### src/rtl/branch_resolver_pkg.sv
// Shared encodings for the EX-stage branch resolver: branch funct3 codes,
// 2-bit BHT counter states and the resolver FSM states.
package branch_resolver_pkg;

    localparam logic [2:0] F3_BEQ  = 3'b000;
    localparam logic [2:0] F3_BNE  = 3'b001;
    localparam logic [2:0] F3_BLT  = 3'b100;
    localparam logic [2:0] F3_BGE  = 3'b101;
    localparam logic [2:0] F3_BLTU = 3'b110;
    localparam logic [2:0] F3_BGEU = 3'b111;

    typedef enum logic [1:0] {
        SNT = 2'b00,
        WNT = 2'b01,
        WT  = 2'b10,
        ST  = 2'b11
    } bht_state_t;

    typedef enum logic {
        S_RUN    = 1'b0,
        S_SHADOW = 1'b1
    } rs_state_t;

    function automatic logic [1:0] bht_sat_update(input logic [1:0] cnt, input logic taken);
        logic [1:0] nxt;
        nxt = cnt;
        if (taken) begin
            if (cnt != ST) nxt = cnt + 2'd1;
        end else begin
            if (cnt != SNT) nxt = cnt - 2'd1;
        end
        return nxt;
    endfunction

endpackage

### src/rtl/branch_resolver_bht_2bit.sv
// 2-bit saturating branch history table: one combinational read port for IF,
// one saturating-update write port from EX. No read/write bypass.
module bht_2bit
    import branch_resolver_pkg::*;
#(
    parameter int IDX_BITS = 6
) (
    input  logic                clk,
    input  logic                rst,
    input  logic [IDX_BITS-1:0] i_rd_idx,
    output logic                o_rd_taken,
    input  logic                i_wr_en,
    input  logic [IDX_BITS-1:0] i_wr_idx,
    input  logic                i_wr_taken
);

    localparam int ENTRIES = 2 ** IDX_BITS;

    logic [1:0] r_tbl [ENTRIES];
    logic [1:0] w_rd_cnt;

    always_ff @(posedge clk or posedge rst) begin
        if (rst) begin
            for (int i = 0; i < ENTRIES; i++) begin
                r_tbl[i] <= WNT;
            end
        end else if (i_wr_en) begin
            r_tbl[i_wr_idx] <= bht_sat_update(r_tbl[i_wr_idx], i_wr_taken);
        end
    end

    // Same-cycle write to the read index is intentionally not forwarded.
    assign w_rd_cnt   = r_tbl[i_rd_idx];
    assign o_rd_taken = w_rd_cnt[1];

endmodule

### src/rtl/branch_resolver.sv
// EX-stage branch/jump resolver: evaluates the branch condition from ALU flags,
// checks the IF prediction, issues a registered redirect/flush and trains the BHT.
module branch_resolver
    import branch_resolver_pkg::*;
#(
    parameter int IDX_BITS = 6,
    parameter int CNT_W    = 32
) (
    input  logic             clk,
    input  logic             rst,
    input  logic             ex_valid,
    input  logic             ex_is_branch,
    input  logic             ex_is_jump,
    input  logic [2:0]       ex_funct3,
    input  logic [31:0]      ex_pc,
    input  logic [31:0]      ex_target,
    input  logic             ex_pred_taken,
    input  logic [31:0]      ex_pred_target,
    input  logic             alu_zero,
    input  logic             alu_lt,
    input  logic [31:0]      if_pc,
    output logic             if_pred_taken,
    output logic             redirect_valid,
    output logic [31:0]      redirect_pc,
    output logic             flush,
    output logic [CNT_W-1:0] branch_cnt,
    output logic [CNT_W-1:0] mispred_cnt
);

    rs_state_t        r_state;
    rs_state_t        w_state_next;
    logic             w_taken;
    logic             w_known;
    logic             w_accept;
    logic             w_mispred;
    logic             w_redirect;
    logic             w_bht_wr;
    logic             r_redirect_valid;
    logic [31:0]      r_redirect_pc;
    logic [CNT_W-1:0] r_branch_cnt;
    logic [CNT_W-1:0] r_mispred_cnt;
    logic             w_unused_if_pc;

    // Jumps win over branches; unknown branch funct3 is neither resolved nor counted.
    always_comb begin
        w_taken = 1'b0;
        w_known = 1'b1;
        if (ex_is_jump) begin
            w_taken = 1'b1;
        end else begin
            case (ex_funct3)
                F3_BEQ:           w_taken = alu_zero;
                F3_BNE:           w_taken = ~alu_zero;
                F3_BLT, F3_BLTU:  w_taken = alu_lt;
                F3_BGE, F3_BGEU:  w_taken = ~alu_lt;
                default:          w_known = 1'b0;
            endcase
        end
    end

    assign w_accept   = ex_valid & (ex_is_jump | (ex_is_branch & w_known)) & (r_state == S_RUN);
    assign w_mispred  = (w_taken != ex_pred_taken) | (w_taken & (ex_pred_target != ex_target));
    assign w_redirect = w_accept & w_mispred;
    assign w_bht_wr   = w_accept & ~ex_is_jump;

    bht_2bit #(
        .IDX_BITS (IDX_BITS)
    ) u_bht (
        .clk        (clk),
        .rst        (rst),
        .i_rd_idx   (if_pc[IDX_BITS+1:2]),
        .o_rd_taken (if_pred_taken),
        .i_wr_en    (w_bht_wr),
        .i_wr_idx   (ex_pc[IDX_BITS+1:2]),
        .i_wr_taken (w_taken)
    );

    assign w_unused_if_pc = ^{if_pc[31:IDX_BITS+2], if_pc[1:0]};

    always_ff @(posedge clk or posedge rst) begin
        if (rst) r_state <= S_RUN;
        else     r_state <= w_state_next;
    end

    // The instruction right behind a mispredict is wrong-path: skip exactly one cycle.
    always_comb begin
        w_state_next = r_state;
        case (r_state)
            S_RUN:    if (w_redirect) w_state_next = S_SHADOW;
            S_SHADOW: w_state_next = S_RUN;
            default:  w_state_next = S_RUN;
        endcase
    end

    always_ff @(posedge clk or posedge rst) begin
        if (rst) begin
            r_redirect_valid <= 1'b0;
            r_redirect_pc    <= 32'd0;
        end else begin
            r_redirect_valid <= w_redirect;
            if (w_redirect) begin
                r_redirect_pc <= w_taken ? ex_target : ex_pc + 32'd4;
            end
        end
    end

    // Statistics saturate at all-ones rather than wrapping.
    always_ff @(posedge clk or posedge rst) begin
        if (rst) begin
            r_branch_cnt  <= '0;
            r_mispred_cnt <= '0;
        end else if (w_accept) begin
            if (r_branch_cnt != {CNT_W{1'b1}}) r_branch_cnt <= r_branch_cnt + 1'b1;
            if (w_mispred && (r_mispred_cnt != {CNT_W{1'b1}})) r_mispred_cnt <= r_mispred_cnt + 1'b1;
        end
    end

    assign redirect_valid = r_redirect_valid;
    assign flush          = r_redirect_valid;
    assign redirect_pc    = r_redirect_pc;
    assign branch_cnt     = r_branch_cnt;
    assign mispred_cnt    = r_mispred_cnt;

endmodule

### config.mk
export PLATFORM = sky130hd
export DESIGN_NAME = branch_resolver
export DESIGN_NICKNAME = d
export VERILOG_FILES = /design/src/rtl/branch_resolver_pkg.sv /design/src/rtl/branch_resolver_bht_2bit.sv /design/src/rtl/branch_resolver.sv
export SDC_FILE = /design/constraint.sdc
export NUM_CORES = 1
export LEC_CHECK = 0
export ABC_AREA = 0
export BUFFER_PORTS_ARGS = -buffer_cell sky130_fd_sc_hd__clkbuf_2
export CAP_MARGIN = 20
export CORE_MARGIN = 1
export CORE_UTILIZATION = 56
export DETAILED_ROUTE_END_ITERATION = 10
export GPL_TIMING_DRIVEN = 0
export PLACE_DENSITY = 0.89
export SYNTH_ARGS = -nofsm -noshare
export SYNTH_HDL_FRONTEND = slang
export SYNTH_HIERARCHICAL = 1
export SYNTH_SLANG_ARGS = --single-unit
### constraint.sdc
create_clock -name clk -period 4.2 [get_ports clk]
set_clock_uncertainty 0.15 [all_clocks]
set_input_delay 0.42 -clock clk [delete_from_list [all_inputs] [get_ports clk]]
set_output_delay 0.42 -clock clk [all_outputs]
set_load 0.005 [all_outputs]
==> impl_metrics.py <==
metrics = {
    "status": {
        "run_status": "completed",
    },
    "synthesis": {
        "synthTopCellsByArea": "dfrtp_1 33%, dfstp_2 14%, nand2_1 7.1%",
        "synthArstFlopShare_pct": 100,
        "avgSynthCellArea_um2": 10.2,
        "synth_top_area_share_pct": 32.8,
        "synth_seq_area_share_pct": 46.4,
        "netlist_top_cells_count": "235 x nand2_1, 162 x dfrtp_1, 76 x xor2_1, 73 x o21ai_0, 64 x dfstp_2",
        "syn-cell-area_um2": 12400,
        "synth.most_common_cell": "nand2_1",
        "yosys_register_bits": 226,
        "synth-main-ff-cell": "dfrtp_1",
        "synth_area_leader_cell": "dfrtp_1",
        "syn_inst": 1205,
        "ys_types": 66,
        "yosys_warnings": 6,
        "syn_nets": 1347,
        "synth_edf_count": 0,
    },
    "placed_design": {
        "port_buffers": 209,
        "place_congestion": 0.945,
        "pre_cts_ws_ns": 0.0850,
        "dp.cells": 1694,
        "hpwl_um": 27500,
    },
    "route": {
        "dr.pass1.iters": 6,
        "drcViolationCount": 0,
        "vias_per_cell": 6.34,
        "wl_per_cell_um": 22.6,
        "drtIter0Drc": 1172,
        "ant_nets": 0,
        "wl_um": 39500,
        "vias": 11100,
    },
    "power": {
        "irDropWorstVdd_v": 0.000359,
        "p_per_area_nw_per_um2": 405,
        "p_leak_nw": 6.51,
        "p_total_mw": 5.97,
    },
    "timing": {
        "fin_crit_sh_pct": 91.2,
        "grt_setup_unrepaired": "no",
        "hold_violations": 0,
        "worst_pin_slew_ns": 1.18,
        "whs_ns": 0.108,
        "finalSetupViolCount": 0,
        "drv_slew": 0,
        "final.setup.worst_slack_ns": 0.370,
        "maxSlewHeadroom_pct": 20.4,
        "clock.fmax_mhz": 261,
        "period_minus_slack_ns": 3.83,
    },
    "layout": {
        "area_growth_pct": 19.5,
        "finish.utilization_pct": 69.1,
        "drive_gt1_share_pct": 32.5,
        "stdcell_count": 1745,
        "final_nets": 1589,
    },
    "hold_path": {
        "hp-class": "input port to flop",
    },
    "worst_setup_path": {
        "setup.worst_path.start_class": "input port",
        "cp_max_fo": 10,
        "critical_path_class": "input port to primary output",
        "rrSetupSlack_ns": 0.83,
        "crit_path_end_kind": "primary output",
        "cp.arrival_ns": 3.26,
        "crit_required_ns": 3.63,
    },
    "floorplan": {
        "ios": 238,
        "die_w_um": 151,
        "dieArea_um2": 22700,
        "coreArea_um2": 21400,
        "die_h_um": 151,
        "placementRows": 53,
        "start_util_pct": 57.8,
    },
    "global_routing": {
        "grt_max_degree": 68,
        "grt_pass1_vias": 11000,
        "grt_pass1_wl_um": 61400,
        "grt_usage_pct": 36.0,
        "antenna_found_initial": 4,
        "grt.overflow.total": 0,
    },
    "clocking": {
        "cts_tree": "done",
        "postCtsSetupBuffers": 0,
        "clock_sinks": 226,
        "clockRootBuffer": "clkbuf_16",
        "clkSlewWorstSetupHoldPaths_ns": 0.06,
        "cts-htree-levels": 1,
        "cts_inserted_buffers": 24,
        "clk_latency_ns": 0.53,
        "max-clock-path-buffers": 3,
    },
    "run": {
        "maxCapViolations": 0,
    },
}
[sequential cells by signal (all words and copies together), names as in the netlist]
signal and count:
u_bht/r_tbl 128, redirect_pc 32, mispred_cnt 32, branch_cnt 32, r_state 1, flush 1
[through the flow]
step / TNS (ns) / instance area [um2]
6_report: 0 / 14800
3_3_place_gp: -60.81 / 13700
2_1_floorplan: 0 / 12400
5_1_grt: 0 / 14800
4_1_cts: 0 / 14700
3_5_place_dp: 0 / 13800
[worst max-delay path, stage by stage]
cell and delay (ns):
clkbuf_1 0.54, clkbuf_2 0.51, mux4_2 0.59, mux4_2 0.53
mux4_2 0.52, clkbuf_2 0.13
[layer usage]
layer	up-vias	global-route usage [%]	part of all wire, %	wire, um
met1	5262	43.5	35	13800
met2	795	57.3	47	18500
met3	226	10.0	12	4550
li1	4787	-	-	-
met5	-	0	0	0
met4	0	22.1	6.9	2710
[logic make-up after synthesis]
group | Yosys count | share of synthesized area (%)
flops | 226 | 46.4
fa+ha+maj | 4 | 0.395
xor+xnor | 122 | 8.65
mux | 93 | 12.0
buf+inv | 72 | 2.97
compound gates | 209 | 11.3
simple gates | 479 | 18.3
[where the power goes]
part / total (mW) / internal [mW] / switching (mW)
clock network: 2.36 / 1.45 / 0.909
registers: 2.61 / 2.42 / 0.190
logic: 0.999 / 0.414 / 0.586
total: 5.97 / 4.29 / 1.68
[layout by cell type, fill, tap and decap left out, drive strengths merged, types with 4 or more instances in the layout]
cell type	instances
a21oi	34
xnor2	46
inv	16
and4	5
and3	23
xor2	76
nand2	235
buf	32
nor4	15
nor3	26
bufinv	4
nand2b	12
nor3b	7
clkinv	5
a211oi	4
mux2	39
dfstp	64
nand4	29
clkbuf	272
mux2i	15
dfrtp	162
nor2	56
or2	5
mux4	39
nand3b	7
diode	5
nand3	44
and2	4
o21ai	139
a221oi	7
[area by class of cell]
| class | count | area, um2 |
|---|---|---|
| Fill cell | 1476 | 6590 |
| Tap cell | 275 | 344 |
| Timing Repair Buffer | 216 | 1130 |
| Buffer | 56 | 308 |
| Clock buffer | 33 | 724 |
| Inverter | 16 | 67.6 |
| Sequential cell | 226 | 5740 |
| Multi-Input combinational cell | 907 | 6260 |
| Antenna cell | 5 | 12.5 |
| Clock inverter | 11 | 175 |
[repair_timing]
action	in CTS	in global routing
resized for setup	0	2
hold buffers	1	0
setup endpoints to repair	0	1
hold endpoints to repair	82	0
[final timing paths]
check                                       startpoint  cells past startpoint                          end
max in group asynchronous                          rst                      4  u_bht/r_tbl[98]$_DFFE_PP1P_
hold reg to reg            u_bht/r_tbl[72]$_DFFE_PP1P_                      2  u_bht/r_tbl[72]$_DFFE_PP1P_
min in group asynchronous                          rst                      3   u_bht/r_tbl[9]$_DFFE_PP0P_
hold / removal                            ex_target[3]                      3   redirect_pc[3]$_DFFE_PP0P_
setup reg to reg            mispred_cnt[1]$_DFFE_PP0P_                      8  mispred_cnt[12]$_DFFE_PP0P_
setup / recovery                              if_pc[2]                      6                if_pred_taken
(Power assumes the default switching activity.)
